==> config.mk <==
export PLATFORM = sky130hd
export DESIGN_NAME = spi_rx_fsm_flat
export DESIGN_NICKNAME = d
export VERILOG_FILES = /design/src/rtl/spi_rx_fsm_if.sv /design/src/rtl/spi_rx_fsm.sv /design/src/flat_wrapper.sv
export SDC_FILE = /design/constraint.sdc
export NUM_CORES = 1
export LEC_CHECK = 0
export BUFFER_PORTS_ARGS = -buffer_cell sky130_fd_sc_hd__buf_2
export CAP_MARGIN = 25
export CORE_MARGIN = 2
export CORE_UTILIZATION = 58
export DETAILED_ROUTE_END_ITERATION = 8
export HOLD_SLACK_MARGIN = 0.12
export PLACE_DENSITY = 0.79
export REMOVE_ABC_BUFFERS = 1
export SETUP_SLACK_MARGIN = 0.4
export SLEW_MARGIN = 20
export SYNTH_ARGS = -nofsm -noshare
export SYNTH_HDL_FRONTEND = slang
export SYNTH_SLANG_ARGS = --single-unit
==> constraint.sdc <==
create_clock -name clk -period 2.8 [get_ports clk]
set_clock_uncertainty 0.1 [all_clocks]
set_input_delay 0.14 -clock clk [delete_from_list [all_inputs] [get_ports clk]]
set_output_delay 0.14 -clock clk [all_outputs]
set_load 0.02 [all_outputs]
==> src/rtl/spi_rx_fsm_if.sv <==
// spi_rx_fsm_if -- bus bundle for the SPI receive FSM.
//   master modport (link/stimulus side): drives en, sclk, mosi;
//                                         observes data_out, fin, busy, err.
//   slave modport  (spi_rx_fsm side):     observes en, sclk, mosi;
//                                         drives data_out, fin, busy, err.
//   en       arm/hold request level
//   sclk     serial clock, idle high, asynchronous to clk
//   mosi     serial data, changes on sclk fall, MSB first
//   data_out last completed word, valid while fin is high
//   fin      word complete (level, held until en drops)
//   busy     frame in progress
//   err      one-cycle frame abort pulse (timeout build only)
interface spi_rx_fsm_if #(
    parameter int unsigned bits = 8
);
    logic            en;
    logic            sclk;
    logic            mosi;
    logic [bits-1:0] data_out;
    logic            fin;
    logic            busy;
    logic            err;

    modport master (
        output en, sclk, mosi,
        input  data_out, fin, busy, err
    );

    modport slave (
        input  en, sclk, mosi,
        output data_out, fin, busy, err
    );
endinterface

==> src/rtl/spi_rx_fsm.sv <==
// spi_rx_fsm -- SPI receive end (idle-high sclk, sample on sclk rise, MSB first).
// Oversamples sclk/mosi with clk, captures one bits-wide word per armed frame
// and holds it with a level fin flag until en is released.
// Ports:
//   clk   system clock, all logic on posedge
//   rst   synchronous reset, active low
//   bus   spi_rx_fsm_if.slave: en/sclk/mosi in, data_out/fin/busy/err out
// Parameters:
//   bits     word length (>= 2)
//   TIMEOUT  clk cycles without an sclk rise (after the first) that abort a frame
// Build option:
//   SPI_RX_TIMEOUT_EN  enables the inter-edge timeout and the err pulse;
//                      without it err is tied low and RECV never times out.
module spi_rx_fsm #(
    parameter int unsigned bits    = 8,
    parameter int unsigned TIMEOUT = 64
) (
    input logic         clk,
    input logic         rst,
    spi_rx_fsm_if.slave bus
);
    localparam int unsigned CW = $clog2(bits) + 1;

    typedef enum logic [1:0] {
        IDLE,
        RECV,
        DONE
    } state_t;

    state_t          state_q, state_d;
    logic [bits-1:0] shr_q, shr_d;
    logic [CW-1:0]   cnt_q, cnt_d;
    logic [bits-1:0] dout_q, dout_d;

    // Two-flop synchronisers plus a delayed copy of sclk for edge detection.
    // sclk flops reset high so an idle-high line never looks like a rise.
    logic sclk_s1_q, sclk_s_q, sclk_d_q;
    logic mosi_s1_q, mosi_s_q;
    logic rise;

    logic fin, busy, err;

`ifdef SPI_RX_TIMEOUT_EN
    localparam int unsigned TW = $clog2(TIMEOUT + 1);
    logic [TW-1:0] tmo_q, tmo_d;
`endif

    assign rise = sclk_s_q & ~sclk_d_q;

    always_ff @(posedge clk) begin
        if (!rst) begin
            state_q   <= IDLE;
            shr_q     <= '0;
            cnt_q     <= '0;
            dout_q    <= '0;
            sclk_s1_q <= 1'b1;
            sclk_s_q  <= 1'b1;
            sclk_d_q  <= 1'b1;
            mosi_s1_q <= 1'b0;
            mosi_s_q  <= 1'b0;
`ifdef SPI_RX_TIMEOUT_EN
            tmo_q     <= '0;
`endif
        end else begin
            state_q   <= state_d;
            shr_q     <= shr_d;
            cnt_q     <= cnt_d;
            dout_q    <= dout_d;
            sclk_s1_q <= bus.sclk;
            sclk_s_q  <= sclk_s1_q;
            sclk_d_q  <= sclk_s_q;
            mosi_s1_q <= bus.mosi;
            mosi_s_q  <= mosi_s1_q;
`ifdef SPI_RX_TIMEOUT_EN
            tmo_q     <= tmo_d;
`endif
        end
    end

    always_comb begin
        state_d = state_q;
        shr_d   = shr_q;
        cnt_d   = cnt_q;
        dout_d  = dout_q;
        fin     = 1'b0;
        busy    = 1'b0;
        err     = 1'b0;
`ifdef SPI_RX_TIMEOUT_EN
        tmo_d   = tmo_q;
`endif
        unique case (state_q)
            IDLE: begin
                if (bus.en) begin
                    state_d = RECV;
                    shr_d   = '0;
                    cnt_d   = '0;
`ifdef SPI_RX_TIMEOUT_EN
                    tmo_d   = '0;
`endif
                end
            end
            RECV: begin
                busy = 1'b1;
                // Priority: en release beats completion, timeout and a
                // coincident rise, so an aborted frame never reports anything.
                if (!bus.en) begin
                    state_d = IDLE;
                end else if (cnt_q == CW'(bits)) begin
                    state_d = DONE;
                    dout_d  = shr_q;
`ifdef SPI_RX_TIMEOUT_EN
                end else if (tmo_q == TW'(TIMEOUT)) begin
                    err     = 1'b1;
                    state_d = IDLE;
`endif
                end else if (rise) begin
                    shr_d = {shr_q[bits-2:0], mosi_s_q};
                    cnt_d = cnt_q + 1'b1;
`ifdef SPI_RX_TIMEOUT_EN
                    tmo_d = '0;
                end else if (cnt_q != '0) begin
                    // Timer only runs once the first edge has arrived.
                    tmo_d = tmo_q + 1'b1;
`endif
                end
            end
            DONE: begin
                fin = 1'b1;
                if (!bus.en) begin
                    state_d = IDLE;
                end
            end
            default: begin
                state_d = IDLE;
            end
        endcase
    end

    assign bus.data_out = dout_q;
    assign bus.fin      = fin;
    assign bus.busy     = busy;
    assign bus.err      = err;
endmodule
==> src/flat_wrapper.sv <==
// flat-port wrapper written by rule: the top's interface ports become plain ports
module spi_rx_fsm_flat 
#(
    parameter int unsigned bits    = 8,
    parameter int unsigned TIMEOUT = 64
)
  (clk, rst, bus_en, bus_sclk, bus_mosi, bus_data_out, bus_fin, bus_busy, bus_err);
  spi_rx_fsm_if #(.bits(bits)) bus_i ();
  input logic clk;
  input logic rst;
  input wire logic [$bits(bus_i.en)-1:0] bus_en;
  input wire logic [$bits(bus_i.sclk)-1:0] bus_sclk;
  input wire logic [$bits(bus_i.mosi)-1:0] bus_mosi;
  output wire logic [$bits(bus_i.data_out)-1:0] bus_data_out;
  output wire logic [$bits(bus_i.fin)-1:0] bus_fin;
  output wire logic [$bits(bus_i.busy)-1:0] bus_busy;
  output wire logic [$bits(bus_i.err)-1:0] bus_err;
  assign bus_i.en = bus_en;
  assign bus_i.sclk = bus_sclk;
  assign bus_i.mosi = bus_mosi;
  assign bus_data_out = bus_i.data_out;
  assign bus_fin = bus_i.fin;
  assign bus_busy = bus_i.busy;
  assign bus_err = bus_i.err;
  spi_rx_fsm #(.bits(bits), .TIMEOUT(TIMEOUT)) u_core (.clk(clk), .rst(rst), .bus(bus_i));
endmodule
Word level (Yosys, flattened, before mapping) --
Cells that the tools add are included. W data, S select, Z words.
Word-level totals: output and inout port bits 11, register bits 27, word-level logic and storage cells 43, input port bits 5
Cells by class: bitwise operators 2, add/sub/neg operators 1, reduce and logical (&&, ||, !) cells 5, eq/ne operators 9, mux-type cells 17
Operator list (number):
- $mux W8 | 4
- $mux W4 | 4
- $pmux W8 S2 | 1
- $mux W2 | 4
- $ne A2 B2 Y1 const B | 4
- $pmux W4 S2 | 1
- $pmux W2 S3 | 1
- $reduce_and A3 Y1 | 2
- $reduce_and A5 Y1 | 1
- $add A4 B1 Y4 const B | 1
- $eq A4 B4 Y1 const B | 1
- $ne A3 B2 Y1 const B | 1
- $eq A2 B1 Y1 const B | 1
- $eq A2 B2 Y1 const B | 1
- $logic_not A2 Y1 | 1
- $mux W1 | 2
- $ne A2 B1 Y1 const B | 1
- $reduce_bool A2 Y1 | 1
- $and A1 B1 Y1 | 1
- $not A1 Y1 | 1

Depth between registers and ports, before layout --
depth after elaboration 6, depth in mapped cells 7, gate-level depth less buffers 6

Worst setup path after synthesis --
Ideal clock, no wire load.
path kind register to register, from register u_core.cnt_q[0], to register u_core.cnt_q[3], cell stages (with the launch flop) 8, clock period less this slack 1.496 ns, data arrival time 1.308 ns, required time 2.612 ns, setup slack 1.304 ns, path buffers 1, setup time 0.088 ns, cells stage by stage dfxtp_1 > inv_1 > ha_1 > nand4b_2 > o2111a_1 > buf_6 > nand2_4 > o32ai_2
Between the ends: cells in the longest elaborated chain, start to end 5, elaborated cells between the ends (all ways) 8, those cells by class add/sub (1); eq/ne (2); mux (4); reduce/logical (1)
Ends and longest elaborated chain:
- from (decl) | RTL line spi_rx_fsm.sv:32 | logic [CW-1:0] cnt_q, cnt_d;
- from (signal assigned) | RTL line spi_rx_fsm.sv:67 | cnt_q <= cnt_d;
- $add A4 B1 Y4 | RTL line spi_rx_fsm.sv:118 | cnt_d = cnt_q + 1'b1;
- $mux W4 | RTL line spi_rx_fsm.sv:116 | end else if (rise) begin
- $mux W4 | RTL line spi_rx_fsm.sv:108 | end else if (cnt_q == CW'(bits)) begin
- $mux W4 | RTL line spi_rx_fsm.sv:106 | if (!bus.en) begin
- $pmux W4 S2 | RTL line spi_rx_fsm.sv:91 | unique case (state_q)
Several ways; a longest one is shown, not always the timed one. The select of a mux whose other input is x is not followed. A chain may end at the register's enable or synchronous reset.

Worst setup path after layout --
Same ends and word-level chain as after synthesis.

==> metrics.csv <==
stage;metric;value;unit
global_route;largest net degree at the start of global routing;31;
routing;Iter 0 DRT Violations;13;
floorplanning;die footprint;2280;um2
routing;WL per Instance;11.6;um
logic_synthesis;instance count of the mapped netlist;115;
sta;final setup violation count;0;
logic_synthesis;synthesized area per cell;9.67;um2
worst_setup_path;Top delay family on crit path;compound AO/OA/AOI/OAI gates;
logic_synthesis;Synth Warn #;0;
floorplanning;core area;1760;um2
sta;TNS Setup;0;ns
clock_tree;cts bufs inserted;3;
routing;DR DRC count;0;
flow_run;Max-Cap Viols;0;
logic_synthesis;Yosys cell types;30;
logic_synthesis;Yosys reg bits;27;
floorplanning;I/O Pins;16;
worst_setup_path;kind of end point of the critical path;flip-flop;
worst_setup_path;CP Capture Point;u_core.cnt_q[3];
power_and_ir_drop;total power;592;uW
cells_and_area;Area Overhead vs Synth;12.4;%
cells_and_area;fill count;156;
worst_setup_path;CP Data Required Time;2.91;ns
power_and_ir_drop;Power Density;474;nW/um2
sta;relative slew slack;0.381;
global_route;All-Layer GR Usage;0.187;
sta;fmax;533;MHz
global_route;vias in the first global route;715;
clock_tree;post-CTS sizing;0;
worst_setup_path;CP max FO;12;
logic_synthesis;multiplexer share of the synthesized area;0.0720;
clock_tree;clk root buf;clkbuf_4;
worst_setup_path;Max stage delay on crit path;0.45;ns
worst_setup_path;Worst Reg2Reg Path Length in Cells;6;
logic_synthesis;combinational family with the most area after synthesis;simple AND/OR/NAND/NOR gates;
worst_setup_path;r2r endpoint;u_core.cnt_q[3];
sta;RSZ-0062 raised after global routing;false;
outcome;status;complete, no violations;
floorplanning;die height;47.8;um
placed_design;GPL Wtd Cong;0.763;
logic_synthesis;Compound-Gate Fraction of Synth Area;0.117;
routing;DR vias/cell;5.13;
logic_synthesis;Post-Synth Adder-Cell Area;0.0225;
logic_synthesis;Cell Area, Synth;1110;um2
worst_setup_path;crit-path cells;inv_1 > ha_1 > nand4b_2 > o2111ai_1 > a21oi_1 > o32ai_2;
clock_tree;clock buffer depth;2;
routing;vias;801;
global_route;initial antenna violation count;0;
clock_tree;clk_lat worst skew;0.31;ns
worst_setup_path;Buf/Inv on CP;1;
worst_setup_path;Crit-path slowest cell;o2111ai_1;
routing;Detailed Routing Iterations Pass 1;4;
sta;final hold viol count;0;
global_route;first-pass GRT wire length;2940;um
sta;post-layout minimum cycle time;1.88;ns
clock_tree;postcts setup bufs;0;
floorplanning;Die Wd;47.8;um
global_route;grt ovf;0;
worst_setup_path;crit path launch;u_core.cnt_q[0];
sta;Tightest Pin Transition;0.928;ns
logic_synthesis;Synth Area in XOR/XNOR;0;
power_and_ir_drop;Peak VDD IR;0.360;mV
placed_design;Post-DP HPWL;1210;um
cells_and_area;ant diodes;0;
worst_setup_path;setup slack, reg-to-reg;0.92;ns
clock_tree;clock slew at reported path FFs;0.13;ns
min_path;Worst Hold Class;reg -> reg;
floorplanning;num rows;15;
clock_tree;CTS tree;built;
sta;final slew viol count;0;
clock_tree;CTS H-tree lvls;1;
routing;WL final;1810;um
sta;fin crit share;0.670;
placed_design;number of I/O port buffers;14;
worst_setup_path;CP Launch Type;flip-flop;
worst_setup_path;Worst EP arrival;1.98;ns
cells_and_area;Final #Nets;139;
clock_tree;Hold Buf Count CTS;5;
cells_and_area;layout cells sized above 1;0.176;
logic_synthesis;sequential-to-total area share from yosys stat;0.486;
routing;post-route antenna net violation count;0;
worst_setup_path;reg-to-reg startpoint;u_core.cnt_q[0];
logic_synthesis;Post-Synth Simple-Gate Area;0.240;
floorplanning;initial core utilization;0.630;
power_and_ir_drop;P_leak;0.460;nW
clock_tree;CTS sink cnt;27;
worst_setup_path;Levels on crit path;6;
worst_setup_path;critical path class;reg -> reg;
## metal layers
metal | track usage | vias to the layer above | share of wire
li1 | - | 415 | -
met4 | 0.0973 | 0 | 0.0066
met2 | 0.304 | 12 | 0.50
met1 | 0.242 | 372 | 0.47
met5 | 0 | - | 0
met3 | 0.0226 | 2 | 0.025
## layout by cell type, fill, tap and decap left out, drive strengths merged, types with 2 or more instances in the layout
cell         instances
a21boi               9
a21oi                3
and2                 2
buf                 15
clkbuf               4
dfxtp               27
dlygate4sd3          5
ha                   2
inv                  5
mux2i                8
nand2               13
nand2b               4
nand3               11
nand4b               2
nor2                 2
nor2b               10
## registers in the layout, indices dropped and copies added (netlist names)
register,flops
u_core.mosi_s1_q,1
u_core.sclk_d_q,1
u_core.sclk_s_q,1
u_core.sclk_s1_q,1
u_core.cnt_q,4
u_core.bus.data_out,8
u_core.mosi_s_q,1
u_core.state_q,2
u_core.shr_q,8
## worst min path at each step
stage / slack [ns] / to / cells after the start / startpoint
after floorplan: 0.11 / u_core.sclk_d_q / 1 / rst
after global placement: 0.22 / u_core.sclk_s1_q / 2 / bus_sclk
after detailed placement: 0.22 / u_core.sclk_s1_q / 2 / bus_sclk
after CTS: 0.33 / u_core.sclk_s_q / 1 / u_core.sclk_s1_q
after global routing: 0.34 / u_core.sclk_s_q / 1 / u_core.sclk_s1_q
final: 0.32 / u_core.sclk_s_q / 1 / u_core.sclk_s1_q
## power by group
group          internal [mW]  switching [mW]
combinational         0.0170          0.0237
sequential             0.389         0.00227
clock                 0.0556           0.105
total                  0.461           0.131
## synthesized netlist by cell type (all sizes together)
cell | n | area share
nor3 | 1 | 0.0045
nand3b | 1 | 0.0068
buf | 5 | 0.033
nand3 | 11 | 0.049
and4 | 1 | 0.0079
o22ai | 1 | 0.0056
o21ai | 1 | 0.0045
o32ai | 1 | 0.015
clkbuf | 3 | 0.010
nor2b | 10 | 0.056
nand4b | 2 | 0.021
inv | 5 | 0.017
conb | 1 | 0.0034
and2 | 2 | 0.011
nor2 | 2 | 0.0090
nand2b | 4 | 0.022
dfxtp | 27 | 0.49
nand2 | 13 | 0.051
ha | 2 | 0.022
mux2i | 8 | 0.072
a21oi | 3 | 0.013
o2111a | 1 | 0.010
a21boi | 9 | 0.061
o2111ai | 1 | 0.0079
## stage by stage
step	cells	cell area, um2	utilization	setup WS (ns)	hold slack (ns)
global route	156	1250	0.709	0.769	0.338
floorplan	107	1060	-	0.746	0.113
global placement	147	1170	0.665	1.04	0.219
finish	156	1250	0.709	0.925	0.324
detailed placement	147	1170	0.665	0.967	0.224
CTS	156	1250	0.709	0.945	0.326
## logic make-up (layout without fill, tap and decap cells)
logic type | after synthesis | after routing
AOI/OAI and AO/OA | 17 | 17
adders and majority gates | 2 | 2
buffers and inverters | 13 | 29
DFF | 27 | 27
muxes | 8 | 8
other | 1 | 1
and+or+nand+nor | 47 | 47
## final cells by class
| cell class | count | area (um2) | area share |
|---|---|---|---|
| Sequential cell | 27 | 541 | 0.432 |
| Multi-Input combinational cell | 75 | 505 | 0.404 |
| Timing Repair Buffer | 20 | 128 | 0.102 |
| Tap cell | 25 | 31.3 | 0.0250 |
| Clock buffer | 4 | 26.3 | 0.0210 |
| Inverter | 5 | 18.8 | 0.0150 |
Note: power is estimated with default switching activity, not from simulation.
